==> src/rtl/equiv_sweep_pkg.sv <==
// equiv_sweep_pkg: shared types and constant helpers for the equivalence
// sweep controller.
//   state_e  - controller FSM state (2-bit encoding)
//   last_vec - all-ones vector value for an n-bit input sweep
//   sat_max  - saturation value of a w-bit counter
package equiv_sweep_pkg;

  typedef enum logic [1:0] {
    IDLE   = 2'd0,
    DRIVE  = 2'd1,
    SAMPLE = 2'd2,
    DONE   = 2'd3
  } state_e;

  function automatic int unsigned last_vec(input int unsigned n);
    return (32'd1 << n) - 32'd1;
  endfunction

  function automatic int unsigned sat_max(input int unsigned w);
    return (32'd1 << w) - 32'd1;
  endfunction

endpackage

==> src/rtl/equiv_sweep_ctrl_if.sv <==
// equiv_sweep_ctrl_if: bundle between the test harness / function pair
// (master) and the sweep controller (slave).
//   start, abort            harness -> controller
//   f_orig, f_min           function pair -> controller
//   vec_out                 controller -> function pair (shared inputs)
//   busy, done, pass,
//   mism_cnt, first_fail_*  controller -> harness
interface equiv_sweep_ctrl_if #(
  parameter int N_IN  = 3,
  parameter int CNT_W = 4
);
  logic             start;
  logic             abort;
  logic             f_orig;
  logic             f_min;
  logic [N_IN-1:0]  vec_out;
  logic             busy;
  logic             done;
  logic             pass;
  logic [CNT_W-1:0] mism_cnt;
  logic [N_IN-1:0]  first_fail_vec;
  logic             first_fail_valid;

  modport master (
    output start, abort, f_orig, f_min,
    input  vec_out, busy, done, pass, mism_cnt, first_fail_vec, first_fail_valid
  );

  modport slave (
    input  start, abort, f_orig, f_min,
    output vec_out, busy, done, pass, mism_cnt, first_fail_vec, first_fail_valid
  );
endinterface

==> src/rtl/sat_counter.sv <==
// sat_counter: W-bit up counter with synchronous clear and enable that
// sticks at its maximum value instead of wrapping.
//   clk, rst_n  clock, async active-low reset
//   clr         sync clear (wins over en)
//   en          increment request
//   cnt         current count
module sat_counter
  import equiv_sweep_pkg::*;
#(
  parameter int W = 4
) (
  input  logic         clk,
  input  logic         rst_n,
  input  logic         clr,
  input  logic         en,
  output logic [W-1:0] cnt
);
  localparam logic [W-1:0] MAX = W'(sat_max(W));

  always_ff @(posedge clk or negedge rst_n) begin
    if (!rst_n)                   cnt <= '0;
    else if (clr)                 cnt <= '0;
    else if (en && (cnt != MAX))  cnt <= cnt + W'(1);
  end
endmodule

==> src/rtl/equiv_sweep_ctrl.sv <==
// equiv_sweep_ctrl: exhaustively drives all 2^N_IN vectors into an
// original/minimized function pair, compares the two outputs per vector,
// counts mismatches (saturating), captures the first failing vector and
// reports pass/fail with a start/done handshake.
// Each vector gets one settle cycle (DRIVE) then one compare cycle (SAMPLE).
//   clk, rst_n  clock, async active-low reset
//   bus         equiv_sweep_ctrl_if.slave (start/abort in, f_orig/f_min in,
//               vec_out, busy, done, pass, mism_cnt, first_fail_* out)
// Build option: EQUIV_STOP_ON_FAIL_EN - end the sweep on the first mismatch.
module equiv_sweep_ctrl
  import equiv_sweep_pkg::*;
#(
  parameter int N_IN  = 3,
  parameter int CNT_W = 4
) (
  input  logic clk,
  input  logic rst_n,
  equiv_sweep_ctrl_if.slave bus
);
  localparam logic [N_IN-1:0] LAST_VEC = N_IN'(last_vec(N_IN));

`ifdef EQUIV_STOP_ON_FAIL_EN
  localparam bit STOP_ON_FAIL = 1'b1;
`else
  localparam bit STOP_ON_FAIL = 1'b0;
`endif

  state_e           state, nxt;
  logic [N_IN-1:0]  vec_q, ffv_q;
  logic             ffval_q, pass_q;
  logic [CNT_W-1:0] cnt;
  logic             mism, last;
  logic             clr, smp, cnt_en, step, finish, busy, done;

  assign mism = bus.f_orig ^ bus.f_min;
  assign last = (vec_q == LAST_VEC);

  // state register
  always_ff @(posedge clk or negedge rst_n) begin
    if (!rst_n) state <= IDLE;
    else        state <= nxt;
  end

  // next state; abort only matters while sweeping, start only in IDLE
  always_comb begin
    nxt = state;
    case (state)
      IDLE:   if (bus.start) nxt = DRIVE;
      DRIVE:  nxt = bus.abort ? IDLE : SAMPLE;
      SAMPLE: begin
        if (bus.abort)                     nxt = IDLE;
        else if (last)                     nxt = DONE;
        else if (STOP_ON_FAIL && mism)     nxt = DONE;
        else                               nxt = DRIVE;
      end
      DONE:   nxt = IDLE;
      default: nxt = IDLE;
    endcase
  end

  // outputs / datapath strobes; an aborted SAMPLE updates nothing
  always_comb begin
    busy   = (state == DRIVE) || (state == SAMPLE);
    done   = (state == DONE);
    clr    = (state == IDLE) && bus.start;
    smp    = (state == SAMPLE) && !bus.abort;
    cnt_en = smp && mism;
    step   = smp && (nxt == DRIVE);
    finish = smp && (nxt == DONE);
  end

  sat_counter #(.W(CNT_W)) u_mism_cnt (
    .clk   (clk),
    .rst_n (rst_n),
    .clr   (clr),
    .en    (cnt_en),
    .cnt   (cnt)
  );

  always_ff @(posedge clk or negedge rst_n) begin
    if (!rst_n) begin
      vec_q   <= '0;
      ffv_q   <= '0;
      ffval_q <= 1'b0;
      pass_q  <= 1'b0;
    end else if (clr) begin
      vec_q   <= '0;
      ffv_q   <= '0;
      ffval_q <= 1'b0;
      pass_q  <= 1'b0;
    end else begin
      if (step) vec_q <= vec_q + N_IN'(1);
      if (cnt_en && !ffval_q) begin
        ffv_q   <= vec_q;
        ffval_q <= 1'b1;
      end
      // cnt does not yet include this cycle's compare, so fold it in
      if (finish) pass_q <= (cnt == '0) && !mism;
    end
  end

  assign bus.vec_out          = vec_q;
  assign bus.busy             = busy;
  assign bus.done             = done;
  assign bus.pass             = pass_q;
  assign bus.mism_cnt         = cnt;
  assign bus.first_fail_vec   = ffv_q;
  assign bus.first_fail_valid = ffval_q;
endmodule

==> src/flat_wrapper.sv <==
// flat-port wrapper written by rule: the top's interface ports become plain ports
module equiv_sweep_ctrl_flat import equiv_sweep_pkg::*;
#(
  parameter int N_IN  = 3,
  parameter int CNT_W = 4
)
  (clk, rst_n, bus_start, bus_abort, bus_f_orig, bus_f_min, bus_vec_out, bus_busy, bus_done, bus_pass, bus_mism_cnt, bus_first_fail_vec, bus_first_fail_valid);
  equiv_sweep_ctrl_if #(.N_IN(N_IN), .CNT_W(CNT_W)) bus_i ();
  input  logic clk;
  input  logic rst_n;
  input wire logic [$bits(bus_i.start)-1:0] bus_start;
  input wire logic [$bits(bus_i.abort)-1:0] bus_abort;
  input wire logic [$bits(bus_i.f_orig)-1:0] bus_f_orig;
  input wire logic [$bits(bus_i.f_min)-1:0] bus_f_min;
  output wire logic [$bits(bus_i.vec_out)-1:0] bus_vec_out;
  output wire logic [$bits(bus_i.busy)-1:0] bus_busy;
  output wire logic [$bits(bus_i.done)-1:0] bus_done;
  output wire logic [$bits(bus_i.pass)-1:0] bus_pass;
  output wire logic [$bits(bus_i.mism_cnt)-1:0] bus_mism_cnt;
  output wire logic [$bits(bus_i.first_fail_vec)-1:0] bus_first_fail_vec;
  output wire logic [$bits(bus_i.first_fail_valid)-1:0] bus_first_fail_valid;
  assign bus_i.start = bus_start;
  assign bus_i.abort = bus_abort;
  assign bus_i.f_orig = bus_f_orig;
  assign bus_i.f_min = bus_f_min;
  assign bus_vec_out = bus_i.vec_out;
  assign bus_busy = bus_i.busy;
  assign bus_done = bus_i.done;
  assign bus_pass = bus_i.pass;
  assign bus_mism_cnt = bus_i.mism_cnt;
  assign bus_first_fail_vec = bus_i.first_fail_vec;
  assign bus_first_fail_valid = bus_i.first_fail_valid;
  equiv_sweep_ctrl #(.N_IN(N_IN), .CNT_W(CNT_W)) u_core (.clk(clk), .rst_n(rst_n), .bus(bus_i));
endmodule
==> config.mk <==
export PLATFORM = sky130hd
export DESIGN_NAME = equiv_sweep_ctrl_flat
export DESIGN_NICKNAME = d
export VERILOG_FILES = /design/src/rtl/equiv_sweep_pkg.sv /design/src/rtl/equiv_sweep_ctrl_if.sv /design/src/rtl/sat_counter.sv /design/src/rtl/equiv_sweep_ctrl.sv /design/src/flat_wrapper.sv
export SDC_FILE = /design/constraint.sdc
export NUM_CORES = 1
export LEC_CHECK = 0
export CAP_MARGIN = 20
export CORE_MARGIN = 2
export CORE_UTILIZATION = 35
export CTS_BUF_LIST = sky130_fd_sc_hd__clkbuf_4 sky130_fd_sc_hd__clkbuf_8
export CTS_CLUSTER_SIZE = 16
export DETAILED_ROUTE_END_ITERATION = 10
export SLEW_MARGIN = 40
export SYNTH_ARGS = -nofsm -noshare
export SYNTH_HDL_FRONTEND = slang
export SYNTH_SLANG_ARGS = --single-unit
==> constraint.sdc <==
create_clock -name clk -period 2.14 [get_ports clk]
set_clock_uncertainty 0.05 [all_clocks]
set_input_delay 0.214 -clock clk [delete_from_list [all_inputs] [get_ports clk]]
set_output_delay 0.214 -clock clk [all_outputs]
set_load 0.005 [all_outputs]
==> impl_metrics.ini, run 1 <==
[pwr]
cellLeakagePower_nw = 0.454
peakVddDrop_uv = 443
finalPower_w = 0.000912
cellPowerDensity_nw_per_um2 = 874

[timing]
setup_viol = 0
tns_ps = 0
min_period_ps = 1930
rsz0062_at_grt = no
fin_crit_sh = 0.902
worst_slew_pin_slew_ps = 635
drv_slew = 0
hold_viol_final = 0
slew_headroom = 0.575
hold_ws_ps = 262
max_freq_mhz = 518

[synthesis]
synth-main-ff-cell = dfrtp_1
avgSynthCellArea_um2 = 10.1
syn-num-nets = 93
ys_ff_latch = 14
ys_async_sr_fraction = 1.00
syn_area_um2 = 786
synth_edf_count = 0
synth_warnings = 0
syn_inst = 78
ys_seq_area_frac = 0.446
synth_cell_type_count = 26

[final_layout]
final_nets = 116
final_util = 0.481
drive_above_1_share = 0.0700
fin_area_um2 = 1040
area_growth_pct = 32.8
antenna_cells = 0

[place]
post_dp_cell_area_um2 = 1010
port_buffers = 19
dp_hpwl_mm = 1.26
place_congestion = 0.752

[worst_setup_path]
critPathBufInv = 2
worstPathMaxFanout = 6
r2r-end = u_core.bus.vec_out[0]
cp_slowest_cell = clkdlybuf4s50_1
crit_family = buffers and inverters
worstSetupPathDepth = 3
slowest_delay_ps = 490
regToRegSetupSlack_ps = 260
cp-start-kind = flip-flop
cp.required_ps = 1880
worstSetupEndpoint = bus_busy
r2r.worst_path.cells = 6
end_kind = output port
crit_arrival_ps = 1670
crit_chain = inv_1, ha_1, clkdlybuf4s50_1
crit_start = u_core.state[0]
r2r-start = u_core.state[0]
path_class = flip-flop to output port

[routing]
drtAntennaViolNets = 0
drcViolationCount = 0
wire_per_inst_um = 12.9
vias = 621
drt_first_pass_iters = 4
post_drt_via_cell_ratio = 4.85
drtIter0Drc = 9
routed_wl_mm = 1.65

[global_routing]
track_usage = 0.137
antenna_found_initial = 0
overflow = 0
grt_max_degree = 15
grt_pass1_vias = 570
grt_pass1_wl_mm = 2.61

[floorplan]
die_y_um = 51.4
initial_core_util = 0.362
die_w_um = 51.4
rows = 17
io_pins = 20
core_region_area_um2 = 2170
dieArea_um2 = 2640

[clock_network]
cts_setup_buffers = 0
clk_pin_slew_ps = 90
cts.sinks = 14
cts_hold_buf = 0
clk_path_buf_depth = 2
clock-root-buffer = clkbuf_4
clock_latency_ps = 290
cts_tree = built
htreeDepth = 1
cts_resized = 0
numCtsBuffers = 3

[job]
maxCapViolCount = 0

[worst_hold_path]
hold_path_class = input pin to asynchronous set/reset pin

[outcome]
status = finished clean
routing by layer:
layer	GRT usage	share of wire	up-vias
met4	0.105	0.033	0
met1	0.188	0.49	287
met3	0.0117	0.016	5
met5	0	0	-
li1	-	-	318
met2	0.199	0.46	11
final cells by class:
type	instances	area (µm²)
clock buffers	4	36.3
repair buffers	19	190
flip-flops and latches	14	350
fillers	202	1130
well taps	28	35.0
multi-input cells	58	413
inverters	5	18.8
stage by stage:
| stage | setup WS [ps] | std cells |
|---|---|---|
| after global placement | 392 | 124 |
| after CTS | 203 | 128 |
| after detailed placement | 315 | 124 |
| after floorplan | 430 | 78 |
| final | 211 | 128 |
| after global routing | 99.3 | 128 |
state kept, by name (all words and copies together), names as in the netlist:
| register | count |
|---|---|
| u_core.bus.first_fail_valid | 1 |
| u_core.bus.pass | 1 |
| u_core.bus.first_fail_vec | 3 |
| u_core.state | 2 |
| u_core.u_mism_cnt.cnt | 4 |
| u_core.bus.vec_out | 3 |
how the worst min path moves through the flow:
stage / endpoint / slack, ps / cells past startpoint
floorplan: u_core.bus.first_fail_valid / -130 / 0
global placement: u_core.bus.first_fail_vec[1] / 460 / 2
detailed placement: u_core.bus.first_fail_vec[0] / 470 / 2
CTS: u_core.u_mism_cnt.cnt[3] / 270 / 1
global route: u_core.u_mism_cnt.cnt[2] / 300 / 1
finish: u_core.u_mism_cnt.cnt[3] / 260 / 1
power by group:
group	leakage, nW	internal (W)	switching [W]
combinational	0.241	0.000177	0.000179
clock	0.0210	0.000104	0.0000879
sequential	0.192	0.000309	0.0000563
kinds of logic after synthesis:
logic type	Yosys count	share of synthesized area
buffers and inverters	6	0.0287
AO/OA/AOI/OAI	18	0.134
XOR/XNOR	3	0.0334
flip-flops	14	0.446
AND/OR/NAND/NOR	25	0.177
adder cells (fa/ha/maj)	9	0.143
multiplexers	3	0.0382
Yosys cell counts, types with 2 or more instances:
| cell type | count | area share |
|---|---|---|
| nor2_1 | 7 | 0.033 |
| a21oi_1 | 8 | 0.051 |
| inv_1 | 5 | 0.024 |
| xnor2_1 | 2 | 0.022 |
| dfrtp_1 | 14 | 0.45 |
| mux2i_1 | 3 | 0.038 |
| ha_1 | 9 | 0.14 |
| nand3_1 | 5 | 0.032 |
| nand2b_1 | 2 | 0.016 |
| o21ai_0 | 6 | 0.038 |
| or3_1 | 2 | 0.016 |
cells in the final DEF, fill, tap and decap left out, drive strengths merged:
| cell type | synthesis | routed |
|---|---|---|
| clkbuf | 1 | 4 |
| nor2 | 7 | 7 |
| ha | 9 | 9 |
| a311oi | 1 | 1 |
| clkdlybuf4s50 | 0 | 19 |
| xor2 | 1 | 1 |
| and2 | 1 | 1 |
| nand3 | 6 | 6 |
| a21oi | 8 | 8 |
| nand2 | 1 | 1 |
| o21a | 1 | 1 |
| or3 | 2 | 2 |
| inv | 5 | 5 |
| o21ai | 6 | 6 |
| o31a | 1 | 1 |
| mux2i | 3 | 3 |
| nor2b | 1 | 1 |
| nand4 | 1 | 1 |
| dfrtp | 14 | 14 |
| xnor2 | 2 | 2 |
| o22a | 1 | 1 |
| and2b | 1 | 1 |
| nand2b | 2 | 2 |
| nor3 | 2 | 2 |
| nand3b | 1 | 1 |
worst reg2reg max path: cells and delay by family, from the launching register on:
kind            cells  cell delay, ps
simple gates        2             570
flops               1             460
compound gates      2             360
fa+ha+maj           1             200
buf+inv             1             150
No activity file was read; power rests on OpenSTA's default activity.
==> run 2: changes to the inputs <==
SETUP_SLACK_MARGIN = 0.2   (was unset)
==> run 2 against run 1 <==
Worst setup slack better by 70 ps. Highest routed layer unchanged. Core utilization up 0.058 points. Clock-buffer cell count unchanged. Register-to-register slack better by 50 ps. Critical path type unchanged. Largest cell class unchanged. Critical endpoint unchanged. Clock power about the same. Maximum frequency up 3.7%.
==> impl_metrics.ini, run 2 (synthesized netlist as in run 1, its figures left out) <==
[worst_setup_path]
crit_start = u_core.state[0]
r2r.worst_path.cells = 7
slowest_delay_ps = 490
r2r-end = u_core.bus.vec_out[0]
r2r-start = u_core.bus.vec_out[0]
path_class = flip-flop to output port
worstSetupEndpoint = bus_busy
end_kind = output port
regToRegSetupSlack_ps = 310
crit_arrival_ps = 1600
cp-start-kind = flip-flop
crit_chain = inv_1, ha_1, clkdlybuf4s50_1
cp.required_ps = 1880
worstPathMaxFanout = 6
cp_slowest_cell = clkdlybuf4s50_1

[global_routing]
track_usage = 0.137
overflow = 0
grt_pass1_vias = 570
grt_max_degree = 15
antenna_found_initial = 0
grt_pass1_wl_mm = 2.61

[timing]
postLayoutSetupSlackWorst_ps = 280
tns_ps = 0
drv_slew = 0
hold_ws_ps = 270
max_freq_mhz = 538
setup_viol = 0
rsz0062_at_grt = no
hold_viol_final = 0
min_period_ps = 1860
fin_crit_sh = 0.869
worst_slew_pin_slew_ps = 643
slew_headroom = 0.570

[routing]
routed_wl_mm = 1.67
wire_per_inst_um = 13.0
drtAntennaViolNets = 0
post_drt_via_cell_ratio = 4.88
vias = 625
drt_first_pass_iters = 4
drcViolationCount = 0
drtIter0Drc = 10

[outcome]
status = finished clean

[job]
maxCapViolCount = 0

[clock_network]
clk_path_buf_depth = 2
clk_pin_slew_ps = 90
numCtsBuffers = 3
cts.sinks = 14
htreeDepth = 1
cts_setup_buffers = 0
clock_latency_ps = 280
clock-root-buffer = clkbuf_4
cts_tree = built

[place]
place_congestion = 0.752
port_buffers = 19
place_ws_ps = 315
dp_hpwl_mm = 1.26

[floorplan]
die_w_um = 51.4
core_region_area_um2 = 2170
dieArea_um2 = 2640
rows = 17
io_pins = 20
die_y_um = 51.4
initial_core_util = 0.362

[pwr]
cellPowerDensity_nw_per_um2 = 876
peakVddDrop_uv = 440
finalPower_w = 0.000915
seq_power_share = 0.401
p_int_w = 0.000591
power_frac_comb = 0.392
p_sw_w = 0.000324
cellLeakagePower_nw = 0.453
switching_share = 0.354
power.clock.fraction = 0.207

[final_layout]
final_common_cell = clkdlybuf4s50_1
drive_above_1_share = 0.0800
final_util = 0.482
area_growth_pct = 33.0
largest_reg_flops = 4
nFillCells = 204
largest-register = u_core.u_mism_cnt.cnt
antenna_cells = 0
final_nets = 116
layout_common_cells = clkdlybuf4s50_1, dfrtp_1, ha_1

[worst_hold_path]
hold_path_class = input pin to asynchronous set/reset pin
run 2: cell count changes in the layout (fill, tap and decap cells not counted):
cell,change
dfrtp_2,+1
o21ai_1,+1
dfrtp_1,-1
o21ai_0,-1
run 2: repair_timing:
action	4_1_cts	5_1_grt
endpoints found under the setup margin	0	5
gates resized for setup	0	2
hold buffers	0	0
run 2: through the flow:
step	instance area, µm²	instances
finish	1040	128
detailed placement	1010	124
global route	1040	128
CTS	1040	128
floorplan	786	78
global placement	1010	124
run 2: routing by layer:
metal  up-vias  part of all wire  track usage
li1        320                 -            -
met1       291              0.49        0.188
met2        10              0.47        0.199
met3         4             0.016       0.0117
met4         0             0.026        0.105
met5         -                 0            0
run 2: area by class of cell:
| cell class | count | area [µm²] | share of cell area |
|---|---|---|---|
| timing repair buffer | 19 | 190 | 0.182 |
| clock buffer | 4 | 36.3 | 0.0347 |
| tap | 28 | 35.0 | 0.0335 |
| multi-input combinational | 58 | 413 | 0.395 |
| inverter | 5 | 18.8 | 0.0180 |
| sequential | 14 | 352 | 0.337 |
run 2: how the worst min path moves through the flow:
stage,start,depth (start not counted),endpoint
4_1_cts,rst_n,1,u_core.u_mism_cnt.cnt[3]
5_1_grt,rst_n,1,u_core.u_mism_cnt.cnt[2]
3_3_place_gp,u_core.bus.first_fail_vec[1],2,u_core.bus.first_fail_vec[1]
6_report,rst_n,1,u_core.u_mism_cnt.cnt[3]
2_1_floorplan,rst_n,0,u_core.bus.first_fail_valid
3_5_place_dp,u_core.bus.first_fail_vec[0],2,u_core.bus.first_fail_vec[0]
run 2: worst max-delay path: cells and delay by family (launching register included):
family | cells | cell delay (ps)
adders and majority gates | 1 | 280
buffers and inverters | 2 | 590
DFF | 1 | 440
run 2: power groups by stage:
| stage | registers, W | logic, W | clock network (W) |
|---|---|---|---|
| global placement | 0.000364 | 0.000357 | 0 |
| detailed placement | 0.000369 | 0.000359 | 0 |
| CTS | 0.000364 | 0.000362 | 0.000196 |
| finish | 0.000367 | 0.000359 | 0.000189 |
| global route | 0.000376 | 0.000403 | 0.000207 |
| floorplan | 0.000359 | 0.000201 | 0 |
